--- config.mk ---
export PLATFORM = sky130hd
export DESIGN_NAME = irs_event_merge_flat
export DESIGN_NICKNAME = d
export VERILOG_FILES = /design/src/rtl/irs_event_merge_pkg.sv /design/src/rtl/irs_event_merge_if.sv /design/src/rtl/irs_merge_stall_timer.sv /design/src/rtl/irs_event_merge.sv /design/src/flat_wrapper.sv
export SDC_FILE = /design/constraint.sdc
export NUM_CORES = 1
export LEC_CHECK = 0
export BUFFER_PORTS_ARGS = -buffer_cell sky130_fd_sc_hd__buf_2
export CORE_MARGIN = 3
export CORE_UTILIZATION = 47
export DETAILED_ROUTE_END_ITERATION = 6
export PLACE_DENSITY = 0.73
export SLEW_MARGIN = 10
export SYNTH_ARGS = -nofsm -noshare
export SYNTH_HDL_FRONTEND = slang
export SYNTH_HIERARCHICAL = 1
export SYNTH_SLANG_ARGS = --single-unit
--- constraint.sdc ---
create_clock -name clk_i -period 3.1 [get_ports clk_i]
set_input_delay 0.93 -clock clk_i [delete_from_list [all_inputs] [get_ports clk_i]]
set_output_delay 0.93 -clock clk_i [all_outputs]
set_load 0.01 [all_outputs]
--- src/rtl/irs_event_merge_pkg.sv ---
// Shared definitions for the IRS event merger: header nibble, daughter limit, FSM states.
// Imported by the merger top and its stall timer.
package irs_event_merge_pkg;

  localparam int unsigned MaxDaughters = 8;
  localparam logic [3:0]  HdrNibble    = 4'hA;

  typedef enum logic [2:0] {
    StIdle,
    StSel,
    StHdr,
    StData,
    StTrl,
    StDone
  } merge_state_e;

  // Header layout: {nibble, 4-bit daughter index, 8-bit pass mask}
  function automatic logic [15:0] hdr_word(input logic [2:0] idx, input logic [7:0] mask);
    return {HdrNibble, 1'b0, idx, mask};
  endfunction

endpackage

--- src/rtl/irs_event_merge_if.sv ---
// Bundle of the daughter readout FIFOs and the downstream event FIFO write port.
// The merger uses the master side; the surrounding fabric (or a bench) uses slave.
interface irs_event_merge_if #(
  parameter int unsigned NUM_DAUGHTERS = 4
);

  logic [16*NUM_DAUGHTERS-1:0] irs_dat;
  logic [NUM_DAUGHTERS-1:0]    irs_empty;
  logic [NUM_DAUGHTERS-1:0]    irs_done;
  logic [NUM_DAUGHTERS-1:0]    irs_rd;
  logic [15:0]                 event_dat;
  logic                        event_wr;
  logic                        event_full;

  modport master (
    input  irs_dat,
    input  irs_empty,
    input  irs_done,
    input  event_full,
    output irs_rd,
    output event_dat,
    output event_wr
  );

  modport slave (
    output irs_dat,
    output irs_empty,
    output irs_done,
    output event_full,
    input  irs_rd,
    input  event_dat,
    input  event_wr
  );

endinterface

--- src/rtl/irs_merge_stall_timer.sv ---
// Clearable stall counter that saturates at a terminal value and flags it.
// Used to abandon a daughter that stops delivering words.
module irs_merge_stall_timer
  import irs_event_merge_pkg::*;
#(
  parameter int unsigned Width    = 16,
  parameter int unsigned Terminal = 1023
) (
  input  logic clk_i,
  input  logic rst_i,
  input  logic clr_i,
  input  logic inc_i,
  output logic term_o
);

  localparam logic [Width-1:0] TermVal = Width'(Terminal);

  logic [Width-1:0] cnt_q, cnt_d;

  always_comb begin
    cnt_d = cnt_q;
    if (clr_i) begin
      cnt_d = '0;
    end else if (inc_i && (cnt_q != TermVal)) begin
      cnt_d = cnt_q + 1'b1;
    end
  end

  always_ff @(posedge clk_i) begin
    if (rst_i) begin
      cnt_q <= '0;
    end else begin
      cnt_q <= cnt_d;
    end
  end

  assign term_o = (cnt_q == TermVal);

endmodule

--- src/rtl/irs_event_merge.sv ---
// Merges per-daughter IRS readout FIFOs into one event stream: for each selected daughter a
// header, its data words, then a trailer holding the word count.
module irs_event_merge
  import irs_event_merge_pkg::*;
#(
  parameter int unsigned NUM_DAUGHTERS = 4,
  parameter int unsigned TIMEOUT       = 1024,
  parameter int unsigned STALL_BITS    = 16
) (
  input  logic                     clk_i,
  input  logic                     rst_i,
  input  logic                     go_i,
  input  logic [NUM_DAUGHTERS-1:0] mask_i,
  irs_event_merge_if.master        irs_io,
  output logic                     busy_o,
  output logic                     done_o,
  output logic [NUM_DAUGHTERS-1:0] err_o
);

  localparam int unsigned N = NUM_DAUGHTERS;

  merge_state_e state_q, state_d;
  logic [N-1:0] pend_q, pend_d;
  logic [N-1:0] mask_q, mask_d;
  logic [N-1:0] err_q, err_d;
  logic [2:0]   sel_q, sel_d;
  logic [15:0]  cnt_q, cnt_d;
  logic [15:0]  dat_q, dat_d;
  logic         wr_q, wr_d;
  logic         done_q, done_d;

  logic [N-1:0] sel_oh;
  logic [15:0]  dat_sel;
  logic [2:0]   first_idx;
  logic [7:0]   mask8;
  logic         empty_sel, done_sel, pop;
  logic         stall_clr, stall_inc, stall_term;

  always_comb begin
    sel_oh    = '0;
    dat_sel   = '0;
    first_idx = '0;
    mask8     = '0;
    for (int k = 0; k < int'(N); k++) begin
      sel_oh[k] = (sel_q == 3'(k));
      if (sel_q == 3'(k)) begin
        dat_sel = irs_io.irs_dat[16*k +: 16];
      end
    end
    for (int k = int'(N) - 1; k >= 0; k--) begin
      if (pend_q[k]) begin
        first_idx = 3'(k);
      end
    end
    mask8[N-1:0] = mask_q;
  end

  assign empty_sel = |(irs_io.irs_empty & sel_oh);
  assign done_sel  = |(irs_io.irs_done & sel_oh);
  assign pop       = (state_q == StData) && !empty_sel && !irs_io.event_full;

  assign irs_io.irs_rd = sel_oh & {N{pop}};

  // Only genuine starvation counts; backpressure from the event FIFO holds the timer.
  assign stall_clr = (state_q != StData) || pop;
  assign stall_inc = (state_q == StData) && empty_sel && !done_sel && !irs_io.event_full;

  irs_merge_stall_timer #(
    .Width    (STALL_BITS),
    .Terminal (TIMEOUT - 1)
  ) u_stall_timer (
    .clk_i  (clk_i),
    .rst_i  (rst_i),
    .clr_i  (stall_clr),
    .inc_i  (stall_inc),
    .term_o (stall_term)
  );

  always_comb begin
    state_d = state_q;
    pend_d  = pend_q;
    mask_d  = mask_q;
    err_d   = err_q;
    sel_d   = sel_q;
    cnt_d   = cnt_q;
    dat_d   = dat_q;
    wr_d    = 1'b0;
    done_d  = 1'b0;

    unique case (state_q)
      StIdle: begin
        if (go_i) begin
          pend_d  = mask_i;
          mask_d  = mask_i;
          err_d   = '0;
          sel_d   = '0;
          state_d = StSel;
        end
      end
      StSel: begin
        if (|pend_q) begin
          sel_d   = first_idx;
          state_d = StHdr;
        end else begin
          state_d = StDone;
        end
      end
      StHdr: begin
        if (!irs_io.event_full) begin
          wr_d    = 1'b1;
          dat_d   = hdr_word(sel_q, mask8);
          cnt_d   = '0;
          state_d = StData;
        end
      end
      StData: begin
        if (pop) begin
          wr_d  = 1'b1;
          dat_d = dat_sel;
          cnt_d = cnt_q + 16'd1;
        end else if (done_sel && empty_sel) begin
          state_d = StTrl;
        end else if (stall_inc && stall_term) begin
          err_d   = err_q | sel_oh;
          state_d = StTrl;
        end
      end
      StTrl: begin
        if (!irs_io.event_full) begin
          wr_d    = 1'b1;
          dat_d   = cnt_q;
          pend_d  = pend_q & ~sel_oh;
          state_d = StSel;
        end
      end
      StDone: begin
        done_d  = 1'b1;
        state_d = StIdle;
      end
      default: state_d = StIdle;
    endcase
  end

  always_ff @(posedge clk_i) begin
    if (rst_i) begin
      state_q <= StIdle;
      pend_q  <= '0;
      mask_q  <= '0;
      err_q   <= '0;
      sel_q   <= '0;
      cnt_q   <= '0;
      dat_q   <= '0;
      wr_q    <= 1'b0;
      done_q  <= 1'b0;
    end else begin
      state_q <= state_d;
      pend_q  <= pend_d;
      mask_q  <= mask_d;
      err_q   <= err_d;
      sel_q   <= sel_d;
      cnt_q   <= cnt_d;
      dat_q   <= dat_d;
      wr_q    <= wr_d;
      done_q  <= done_d;
    end
  end

  assign irs_io.event_dat = dat_q;
  assign irs_io.event_wr  = wr_q;
  assign busy_o           = (state_q != StIdle);
  assign done_o           = done_q;
  assign err_o            = err_q;

endmodule

--- src/flat_wrapper.sv ---
// flat-port wrapper written by rule: the top's interface ports become plain ports
module irs_event_merge_flat import irs_event_merge_pkg::*;
#(
  parameter int unsigned NUM_DAUGHTERS = 4,
  parameter int unsigned TIMEOUT       = 1024,
  parameter int unsigned STALL_BITS    = 16
)
  (clk_i, rst_i, go_i, mask_i, busy_o, done_o, err_o, irs_io_irs_dat, irs_io_irs_empty, irs_io_irs_done, irs_io_event_full, irs_io_irs_rd, irs_io_event_dat, irs_io_event_wr);
  irs_event_merge_if #(.NUM_DAUGHTERS(NUM_DAUGHTERS)) irs_io_i ();
  input  logic clk_i;
  input  logic rst_i;
  input  logic go_i;
  input  logic [NUM_DAUGHTERS-1:0] mask_i;
  output logic busy_o;
  output logic done_o;
  output logic [NUM_DAUGHTERS-1:0] err_o;
  input wire logic [$bits(irs_io_i.irs_dat)-1:0] irs_io_irs_dat;
  input wire logic [$bits(irs_io_i.irs_empty)-1:0] irs_io_irs_empty;
  input wire logic [$bits(irs_io_i.irs_done)-1:0] irs_io_irs_done;
  input wire logic [$bits(irs_io_i.event_full)-1:0] irs_io_event_full;
  output wire logic [$bits(irs_io_i.irs_rd)-1:0] irs_io_irs_rd;
  output wire logic [$bits(irs_io_i.event_dat)-1:0] irs_io_event_dat;
  output wire logic [$bits(irs_io_i.event_wr)-1:0] irs_io_event_wr;
  assign irs_io_i.irs_dat = irs_io_irs_dat;
  assign irs_io_i.irs_empty = irs_io_irs_empty;
  assign irs_io_i.irs_done = irs_io_irs_done;
  assign irs_io_i.event_full = irs_io_event_full;
  assign irs_io_irs_rd = irs_io_i.irs_rd;
  assign irs_io_event_dat = irs_io_i.event_dat;
  assign irs_io_event_wr = irs_io_i.event_wr;
  irs_event_merge #(.NUM_DAUGHTERS(NUM_DAUGHTERS), .TIMEOUT(TIMEOUT), .STALL_BITS(STALL_BITS)) u_core (.clk_i(clk_i), .rst_i(rst_i), .go_i(go_i), .mask_i(mask_i), .irs_io(irs_io_i), .busy_o(busy_o), .done_o(done_o), .err_o(err_o));
endmodule
==> impl_metrics.toml <==
[status]
status = "finished, violations left"
violations = "negative setup slack"

[synthesis]
synth_edf_count = 0
yosysTopAreaCellShare_pct = 36.11
synthArstFlopShare_pct = 0
ys_ff_latch = 67
synth_warnings = 6
seq_area_frac_synth_pct = 36.11
syn_avg_cell_area_um2 = 8.803
yosys_most_used_dff = "dfxtp_1"
synthCells = 422
syn-num-nets = 504
synth.distinct_cells = 58
synth.largest_area_cell = "dfxtp_1"
synthTopCellsByArea = "dfxtp_1 (36%), mux4_2 (10%), nor2_1 (6.0%)"
synth_area_um2 = 3715

[global_routing]
grt_max_degree = 37
first_global_vias = 3506
grt_overflow = 0
grt_usage_pct = 23.48
grt_pass1_wl_um = 16500
antenna_found_initial = 0

[sta]
period_share_pct = 104.2
rsz0062_at_grt = "yes"
fin_skew_ps = 8.557
finalHoldViolCount = 0
setup_viol = 4
tightestPinTransition_ps = 1156
drv_slew = 0
period_needed_ps = 3230
max_freq_ghz = 0.3096
layout_setup_ws_ps = -130.0
setup_tns_ps = -306.1
slew_headroom_pct = 22.64

[clock_tree]
cts_setup_buffers = 0
cts_buffers = 9
cts_buffer_depth = 2
cts_tree = "done"
root_buffer = "clkbuf_8"
clock_latency_ps = 340
path_clk_slew_ps = 70
cts.sinks = 67
cts_hold_buf = 0
htreeDepth = 3

[flow_run]
drv_cap = 0

[floorplan]
core_region_area_um2 = 7447
initial_utilization_pct = 49.88
die_height_um = 94.91
io_pins = 107
die_area_um2 = 9007
die_w_um = 94.91
rows = 31

[layout]
area_growth_pct = 23.78
final_cell_area_um2 = 4598
multi_input_area_um2 = 2247
drive_above_1_share_pct = 33.46
fin_nets = 612
post-route-util_pct = 61.74
n_fill_cell = 686
regArea_um2 = 1343
diodes = 0
instances_no_fill = 634

[setup_path]
required_ps = 2170
crit_fanout = 5
path_class = "in2out"
start_kind = "primary input"
end_kind = "primary output"
cp.arrival_ps = 2300

[detailed_routing]
first_iter_violations = 190
wl_per_cell_um = 15.92
drt.antenna.violating_nets = 0
drc = 0
routed_via_density = 5.726
vias = 3630
drt_wl_total_um = 10090
firstDrtPassIters = 5

[placed_design]
dp.cells = 618
io_buffers = 106
dpl_cell_area_um2 = 4402
post-dp-hpwl_um = 7448
gp_congestion = 0.8690

[power]
leakagePower_nw = 1.818
finalPower_mw = 2.163
powerDensity_nw_per_um2 = 470.3
max-vdd-ir-drop_v = 0.0002307

[min_path]
hold_path_class = "reg2reg"
worst max-delay path, cell delays in order:
cell and delay, ps:
buf_6 90, mux4_2 470, or4_4 490, nor3_4 170
buf_2 150
repair_timing:
action                     4_1_cts  5_1_grt
pin swaps                        1        0
gates resized for setup          3        0
setup endpoints to repair        4        4
power by group:
| group | internal [mW] | switching, mW |
|---|---|---|
| clock | 0.331 | 0.327 |
| combinational | 0.238 | 0.304 |
| sequential | 0.916 | 0.0470 |
| total | 1.49 | 0.677 |
flip-flops by register name (all words and copies together), names as in the netlist:
name	count
u_core/cnt_q	16
u_core/irs_io.event_dat	16
u_core/u_stall_timer/cnt_q	16
u_core/err_o	4
u_core/mask_q	4
u_core/pend_q	4
u_core/state_q	3
u_core/sel_q	2
u_core/done_o	1
u_core/irs_io.event_wr	1
worst paths after layout:
kind	from	end	slack [ps]	depth (start not counted)
worst max-delay path	irs_io_irs_empty[3]	irs_io_irs_rd[0]	-130	5
worst min-delay path	u_core/irs_io.event_dat[2]	u_core/irs_io.event_dat[2]	460	2
worst max register to register	u_core/sel_q[0]	u_core/u_stall_timer/cnt_q[10]	590	8
worst min register to register	u_core/irs_io.event_dat[2]	u_core/irs_io.event_dat[2]	460	2
synthesized netlist by cell type, types with 2 or more instances:
| cell | number |
|---|---|
| o21bai_1 | 2 |
| buf_2 | 6 |
| nor2_1 | 59 |
| a22o_1 | 3 |
| xor2_1 | 13 |
| o41ai_1 | 2 |
| o211ai_1 | 2 |
| or4_1 | 5 |
| o21ai_0 | 17 |
| a211oi_1 | 4 |
| nor2b_1 | 9 |
| nor3_1 | 22 |
| a221oi_1 | 13 |
| buf_1 | 2 |
| a31oi_1 | 3 |
| nand4_1 | 9 |
| or2_2 | 2 |
| nand2b_1 | 6 |
| dfxtp_1 | 67 |
| nor4bb_1 | 2 |
| inv_1 | 7 |
| or3_2 | 3 |
| nand3_1 | 13 |
| or3_1 | 5 |
| mux2i_1 | 5 |
| o311ai_0 | 3 |
| nand2_1 | 38 |
| and3_1 | 5 |
| a21oi_1 | 26 |
| a41o_1 | 3 |
| xnor2_1 | 2 |
| ha_1 | 2 |
| clkbuf_1 | 16 |
| and2_1 | 3 |
| mux4_2 | 17 |
| nor4_1 | 3 |
| and4_1 | 2 |
layout by cell type (no fill, tap or decap), types with 3 or more instances in the layout:
| master | n |
|---|---|
| a211oi_1 | 4 |
| a21oi_1 | 26 |
| a221oi_1 | 13 |
| a22o_1 | 3 |
| a31oi_1 | 3 |
| a41o_1 | 3 |
| and2_1 | 3 |
| and3_1 | 5 |
| buf_2 | 104 |
| buf_4 | 18 |
| clkbuf_8 | 11 |
| dfxtp_1 | 66 |
| inv_1 | 7 |
| mux2i_1 | 5 |
| mux4_2 | 17 |
| nand2_1 | 38 |
| nand2b_1 | 6 |
| nand3_1 | 13 |
| nand4_1 | 9 |
| nor2_1 | 58 |
| nor2b_1 | 7 |
| nor3_1 | 21 |
| nor4_1 | 3 |
| o21ai_0 | 17 |
| o311ai_0 | 3 |
| or3_1 | 5 |
| or3_2 | 3 |
| or4_1 | 4 |
| xor2_1 | 13 |
logic make-up after synthesis:
family / Yosys count / share of synthesized area (%)
xor+xnor: 15 / 3.537
compound gates: 87 / 16.98
buf+inv: 34 / 4.008
mux: 23 / 11.96
fa+ha+maj: 2 / 0.6735
flops: 67 / 36.11
simple gates: 194 / 26.74
layout make-up:
class	count	share of cell area [%]
multi-input combinational	321	48.87
clock buffer	12	3.374
clock inverter	4	0.5442
timing repair buffer	124	14.75
sequential	67	29.20
tap	99	2.694
inverter	7	0.5714
metrics by stage:
step,setup slack [ps],hold WS [ps]
after floorplan,-84.98,437.3
after global placement,-207.0,445.6
after detailed placement,-245.0,448.4
after CTS,-128.6,465.7
after global routing,-151.0,489.4
final,-130.0,461.8
layer usage:
metal	up-vias	track usage (%)	routed length, um
met5	-	0	0
met4	0	9.736	213
met3	19	5.100	624
met2	130	39.28	4907
met1	1702	29.19	4345
li1	1779	-	-
No activity file was read; power rests on OpenSTA's default activity.
